**src/rtl/frame_addr_gen.sv**
```systemverilog
// rtl/frame_addr_gen.sv - frame-buffer write-address generator with decimation and end-of-frame saturation
module frame_addr_gen #(
   parameter int H_ACTIVE         = 640,
   parameter int V_ACTIVE         = 480,
   parameter int ADDR_W           = 19,
   parameter int BASE_ADDR        = 0,
   parameter int VSYNC_ACTIVE_LOW = 1
) (
   input  logic              CLK25,
   input  logic              rst_n,
   input  logic              vsync,
   input  logic              enable,
   input  logic [1:0]        mode,
   output logic [ADDR_W-1:0] address,
   output logic              addr_valid,
   output logic              line_end,
   output logic              frame_done,
   output logic              overflow
);

   localparam int XW = (H_ACTIVE > 1) ? $clog2(H_ACTIVE) : 1;
   localparam int YW = (V_ACTIVE > 1) ? $clog2(V_ACTIVE) : 1;
   localparam logic [ADDR_W-1:0] BASE   = ADDR_W'(BASE_ADDR);
   localparam logic [ADDR_W-1:0] LAST_1 = ADDR_W'(H_ACTIVE * V_ACTIVE - 1);
   localparam logic [ADDR_W-1:0] LAST_2 = ADDR_W'(H_ACTIVE * V_ACTIVE / 4 - 1);
   localparam logic [ADDR_W-1:0] LAST_4 = ADDR_W'(H_ACTIVE * V_ACTIVE / 16 - 1);
   localparam logic [XW-1:0]     X_LAST = XW'(H_ACTIVE - 1);

   typedef enum logic [1:0] {S_IDLE, S_ACTIVE, S_DONE} state_t;

   state_t            r_state;
   logic [XW-1:0]     r_x;
   logic [YW-1:0]     r_y;
   logic [ADDR_W-1:0] r_wr_cnt;
   logic [1:0]        r_mode_q;

   logic              w_blank;
   logic [1:0]        w_mask;
   logic [ADDR_W-1:0] w_last;
   logic              w_keep;
   logic              w_x_end;
   logic              w_last_cnt;

   // Decimation by 2 or 4 keeps pixels whose low coordinate bits are zero.
   always_comb begin
      w_blank = (VSYNC_ACTIVE_LOW != 0) ? !vsync : vsync;
      w_mask  = 2'b00;
      w_last  = LAST_1;
      case (r_mode_q)
         2'd1: begin
            w_mask = 2'b01;
            w_last = LAST_2;
         end
         2'd2: begin
            w_mask = 2'b11;
            w_last = LAST_4;
         end
         default: begin
            w_mask = 2'b00;
            w_last = LAST_1;
         end
      endcase
      w_keep     = ((r_x[1:0] & w_mask) == 2'b00) && ((r_y[1:0] & w_mask) == 2'b00);
      w_x_end    = (r_x == X_LAST);
      w_last_cnt = (r_wr_cnt == w_last);
   end

   always_ff @(posedge CLK25 or negedge rst_n) begin
      if (!rst_n) begin
         r_state    <= S_IDLE;
         r_x        <= '0;
         r_y        <= '0;
         r_wr_cnt   <= '0;
         r_mode_q   <= 2'd0;
         address    <= BASE;
         addr_valid <= 1'b0;
         line_end   <= 1'b0;
         frame_done <= 1'b0;
         overflow   <= 1'b0;
      end else if (w_blank) begin
         r_state    <= S_IDLE;
         r_x        <= '0;
         r_y        <= '0;
         r_wr_cnt   <= '0;
         r_mode_q   <= mode;
         addr_valid <= 1'b0;
         line_end   <= 1'b0;
         frame_done <= 1'b0;
         overflow   <= 1'b0;
      end else begin
         addr_valid <= 1'b0;
         line_end   <= 1'b0;
         frame_done <= 1'b0;
         if (enable) begin
            line_end <= w_x_end;
            if (w_x_end) begin
               r_x <= '0;
               r_y <= r_y + YW'(1);
            end else begin
               r_x <= r_x + XW'(1);
            end
         end
         if (r_state == S_DONE) begin
            if (enable) begin
               overflow <= 1'b1;
            end
         end else begin
            r_state <= S_ACTIVE;
            if (enable && w_keep) begin
               address    <= BASE + r_wr_cnt;
               addr_valid <= 1'b1;
               r_wr_cnt   <= r_wr_cnt + ADDR_W'(1);
               if (w_last_cnt) begin
                  r_state    <= S_DONE;
                  frame_done <= 1'b1;
               end
            end
         end
      end
   end

endmodule

```
**config.mk**
```make
export PLATFORM = sky130hd
export DESIGN_NAME = frame_addr_gen
export DESIGN_NICKNAME = d
export VERILOG_FILES = /design/src/rtl/frame_addr_gen.sv
export SDC_FILE = /design/constraint.sdc
export NUM_CORES = 1
export LEC_CHECK = 0
export ABC_AREA = 1
export CELL_PAD_IN_SITES_DETAIL_PLACEMENT = 0
export CELL_PAD_IN_SITES_GLOBAL_PLACEMENT = 2
export CORE_MARGIN = 2
export CORE_UTILIZATION = 34
export DETAILED_ROUTE_END_ITERATION = 12
export PLACE_DENSITY = 0.82
export SKIP_CTS_REPAIR_TIMING = 1
export SKIP_LAST_GASP = 1
export SLEW_MARGIN = 20
export SYNTH_ARGS = -nofsm -noshare
export SYNTH_HDL_FRONTEND = slang
export SYNTH_SLANG_ARGS = --single-unit
```
**constraint.sdc**
```tcl
create_clock -name CLK25 -period 2.06 [get_ports CLK25]
set_input_delay 0.309 -clock CLK25 [delete_from_list [all_inputs] [get_ports CLK25]]
set_output_delay 0.309 -clock CLK25 [all_outputs]
set_load 0.05 [all_outputs]
```
# [Yosys cells after proc, flatten, opt, wreduce, memory -nomap -nowiden]
# Index checks and enable logic that the tools add are counted.
[classes] shift=0 reduce_logical=8 n_mux=27 div=0 mul=0 order_cmp=0 n_bitwise=3 n_addsub=3 n_eq_ne=10
[op_table] op="$mux 19" count=3
[op_table] op="$pmux 19 s2" count=1
[op_table] op="$mux 10" count=3
[op_table] op="$mux 9" count=3
[op_table] op="$add 19x1->19 const B" count=1
[op_table] op="$eq 19x19->1" count=1
[op_table] op="$mux 1" count=12
[op_table] op="$add 10x1->10 const B" count=1
[op_table] op="$eq 10x10->1 const B" count=1
[op_table] op="$add 9x1->9 const B" count=1
[op_table] op="$mux 2" count=4
[op_table] op="$ne 2x1->1 const B" count=4
[op_table] op="$reduce_and 2->1" count=3
[op_table] op="$and 2x2->2" count=2
[op_table] op="$eq 2x2->1 const B" count=2
[op_table] op="$logic_not 2->1" count=2
[op_table] op="$pmux 2 s2" count=1
[op_table] op="$reduce_and 3->1" count=1
[op_table] op="$eq 2x1->1 const B" count=1
[op_table] op="$logic_and 1x1->1" count=2
[op_table] op="$ne 2x2->1 const B" count=1
[op_table] op="$not 1->1" count=1
[word_totals] memories=0 latch_bits=0 ram_bits=0 register_bits=65 mem_bits_ro=0 word_cells=61

# [Logic depth before layout (Yosys ltp)]
[depth] ltp_word=9 ltp_mapped=10 ltp_nobuf=10

# [Least setup slack after synthesis]
# No wires, ideal clock.
[synth_path] path_type="flip-flop to flip-flop" startpoint="reg r_mode_q[0]" endpoint="reg address[10]" arrival_time_ns=1.401 path_stages_with_launch=11 setup_slack_ns=0.536 n_path_buf=1 path_cell_list="dfrtp_1 > inv_1 > ha_1 > inv_1 > o21ai_1 > nand3_1 > nor2_4 > inv_2 > buf_6 > nand2_1 > o21ai_1"
[synth_via] elab_chain_cells=7 word_cells_on_any_way=10
[synth_lines] item="from (decl)" line_no="35" text="logic [1:0] r_mode_q;"
[synth_lines] item="from (signal assigned)" line_no="85" text="r_mode_q <= mode;"
[synth_lines] item="$eq 2x2->1 / $eq 2x1->1 (equally long branches)" line_no="49" text="case (r_mode_q)"
[synth_lines] item="$pmux 2 s2 *" line_no="49"
[synth_lines] item="$and 2x2->2" line_no="63" text="w_keep = ((r_x[1:0] & w_mask) == 2'b00) && ((r_y[1:0] & w_mask) == 2'b00);"
[synth_lines] item="$logic_not 2->1" line_no="63"
[synth_lines] item="$logic_and 1x1->1 *" line_no="63"
[synth_lines] item="$logic_and 1x1->1 *" line_no="109" text="if (enable && w_keep) begin"
[synth_lines] item="$reduce_and 3->1 (no source line) *"
[synth_lines] item="to (signal assigned)" line_no="110" text="address <= BASE + r_wr_cnt;"
[synth_lines] item="to (decl)" line_no="14" text="output logic [ADDR_W-1:0] address,"
# Mark *: on every way between the ends. The rest lies on a longest branch, timed or not.
# A chain may end at the register's enable or synchronous reset.

# [Worst setup path in the final report]
[layout_path] startpoint="reg r_mode_q[0]" endpoint="reg address[12]"
# Same word-level chain as after synthesis.

==> results.md <==
* Top post-synthesis cells by area: dfrtp_1 (49%), nand2_1 (12%), nor2_1 (6.6%)
* Max incr delay on CP at 0.38 ns
* CTS tree: yes
* Multiplexer share of the synthesized area at 0%
* Critical path arrival at 2.11 ns
* Sequential fraction of design power at 48.7%
* Async S/R FF share, synth at 100%
* Setup_tns at 0 ns
* Comb pwr share at 13.3%
* Area delta synth->final at 19.9%
* Layout Nets at 423
* Max clock buf depth at 2
* Area leader, netlist: dfrtp_1
* Register bit count reported by yosys at 58
* Post-Synth Adder-Cell Area at 2.12%
* Post-synth top cells: nand2_1 (97), dfrtp_1 (58), nor2_1 (52), inv_1 (36), nand3_1 (31)
* Sequential area share after synthesis at 49.2%
* Initial antenna violation count at 0
* Most numerous cell in the Yosys netlist: nand2_1
* Distinct cells, synth at 29
* Die Ht at 97.2 µm
* Number of max-cap violations at 0
* Startpoint types: register
* DRC violations left at 0
* Cell area after synthesis at 2950 µm²
* Crit Path Class: reg -> reg
* GPL Wtd Cong at 0.822
* Die W at 97.2 µm
* Routed wire length at 7120 µm
* Power Dens Cells at 699 nW/µm²
* FF-to-FF setup slack at 0.22 ns
* Die area at 9450 µm²
* Tcrit/Tclk final at 89.6%
* Layout cells sized above 1 at 9.13%
* Clk pwr share at 38.0%
* IR Drop Worst-Case VDD at 0.432 mV
* Gr usage total at 16.3%
* CTS Buf Count at 9
* CP max-delay cell: dfrtp_1
* Largest net degree at the start of global routing at 59
* Slew HR at 66.5%
* CTS H-tree lvls at 3
* Ports at 29
* Worst path required time at 2.32 ns
* PnR Total Power at 2480 µW
* Predominant post-synthesis flop cell: dfrtp_1
* Reg clk slew, reported paths at 0.07 ns
* Largest family of logic cells by synthesized area: simple AND/OR/NAND/NOR gates
* Antenna-violating nets left at 0
* CP bufs+invs at 4
* Ant diodes at 0
* Final setup violating endpoints at 0
* Avg Cell Area, Syn at 7.94 µm²
* Starting DRT DRC Count at 123
* Critical Path, Cell by Cell: inv_1 -> ha_1 -> inv_1 -> o21ai_1 -> nand3_1 -> nor2_4 -> inv_2 -> buf_4 -> nand2_1 -> o21ai_1
* Initial core utilization at 35.6%
* Syn Inst Count at 372
* Post-synth EDFFs at 0
* Core area at 8300 µm²
* Number of synthesis warnings at 0
* RSZ-0062 raised after global routing: no
* Hold Fails Final Rpt at 0
* Min Clock Period, post-route at 1.84 ns
* First-pass GRT wire length at 12300 µm
* Sw frac at 28.5%
* Syn Nets at 383
* CP Max Fanout at 25
* Xor/xnor share of the synthesized area at 1.19%
* Worst skew pair latency at 0.34 ns
* Via density at 4.81
* Fin. max-slew vios at 0
* Vias in the first global route at 2456
* Detailed placement HPWL at 5050 µm
* Number of port buffers at 28
* Root Buffer: clkbuf_8
* Clock Sinks at 58
* Status: completed
* Wirelength per Cell at 13.7 µm
* Crit path max-delay family: buffers and inverters
* Setup Skew at 0.00726 ns
* Rows at 33
* Min-delay worst type: reg -> reg
* Area share of the largest cell type after synthesis at 49.2%
* GRT overflow at 0
* Total number of vias at 2506
* DR pass1 iterations at 4
* Internal Power at 1770 µW
* Max Freq at 542 MHz
* Simple-Gate Fraction of Synth Area at 30.5%
* Lkg Pwr at 0.00160 µW
* Sw power at 705 µW
* Worst Max-Slew Pin Slew at 0.500 ns
* Compound-cell area share of the yosys netlist at 9.45%
* Final hold slack at 0.485 ns
* Setup crit end kind: register
-- cells by family (layout without fill, tap and decap cells) --
| family | after synthesis | count (layout) |
|---|---|---|
| and+or+nand+nor | 206 | 206 |
| DFF | 58 | 58 |
| adders and majority gates | 5 | 5 |
| buffers and inverters | 49 | 93 |
| xor gates and xnor gates | 4 | 4 |
| AOI/OAI and AO/OA | 50 | 50 |
-- cell usage in the layout, fill, tap and decap left out, drive strengths merged --
| cell | instances |
|---|---|
| a21o | 1 |
| a21oi | 3 |
| and2 | 1 |
| buf | 8 |
| clkbuf | 12 |
| clkdlybuf4s50 | 27 |
| clkinv | 3 |
| dfrtp | 58 |
| dlygate4sd3 | 1 |
| ha | 5 |
| inv | 42 |
| nand2 | 98 |
| nand3 | 31 |
| nand4 | 14 |
| nor2 | 56 |
| nor3 | 5 |
| o211ai | 1 |
| o21a | 1 |
| o21ai | 41 |
| o22ai | 3 |
| or2 | 1 |
| xnor2 | 1 |
| xor2 | 3 |
-- metal layers --
layer	routed length [µm]	up-vias	part of all wire, %	global-route usage, %
met1	3470	1157	49	21.6
met5	0	-	0	0
met2	3270	52	46	26.2
met4	108	0	1.5	5.53
met3	278	10	3.9	3.67
li1	-	1287	-	-
-- worst reg2reg max path: cells and delay by family (launching register included) --
kind	cells	cell delay [ns]
and+or+nand+nor	3	0.26
AOI/OAI and AO/OA	2	0.16
DFF	1	0.38
buffers and inverters	4	0.73
adders and majority gates	1	0.25
-- stage by stage --
step	cell area, µm²	util [%]	cells	setup slack, ns
floorplan	2950	-	372	0.536
global placement	3360	40.5	505	0.242
detailed placement	3360	40.5	505	0.193
CTS	3530	42.5	520	0.180
global route	3540	42.7	521	0.0345
finish	3540	42.7	521	0.215
-- final cells by class --
cell class / count / area [µm²]
clock buffer: 12 / 155
multi-input combinational: 265 / 1280
sequential: 58 / 1450
tap: 105 / 131
fill: 872 / 4760
clock inverter: 3 / 15.0
inverter: 42 / 160
timing repair buffer: 36 / 350
-- path summary, 6_finish.rpt --
| kind | from | end | depth (start not counted) |
|---|---|---|---|
| worst min register to register | address[5] | address[5] | 2 |
| max in group asynchronous | rst_n | r_wr_cnt[17] | 3 |
| min in group asynchronous | rst_n | address[7] | 3 |
| worst max-delay path | r_mode_q[0] | address[12] | 10 |
| worst min-delay path | address[5] | address[5] | 2 |
| worst max register to register | r_mode_q[0] | address[12] | 10 |
-- registers in the layout, indices dropped and copies added (netlist names) --
| signal | cells |
|---|---|
| address | 19 |
| r_wr_cnt | 19 |
| r_x | 10 |
| r_mode_q | 2 |
| r_state | 2 |
| r_y | 2 |
| addr_valid | 1 |
| frame_done | 1 |
| line_end | 1 |
| overflow | 1 |
-- power by group through the flow --
stage	Sequential, µW	Clock, µW	Combinational [µW]
6_report	1210	940	329
5_1_grt	1210	1030	367
4_1_cts	1210	976	336
3_5_place_dp	1230	0	335
3_3_place_gp	1230	0	333
2_1_floorplan	1290	0	144
(Power assumes the default switching activity.)
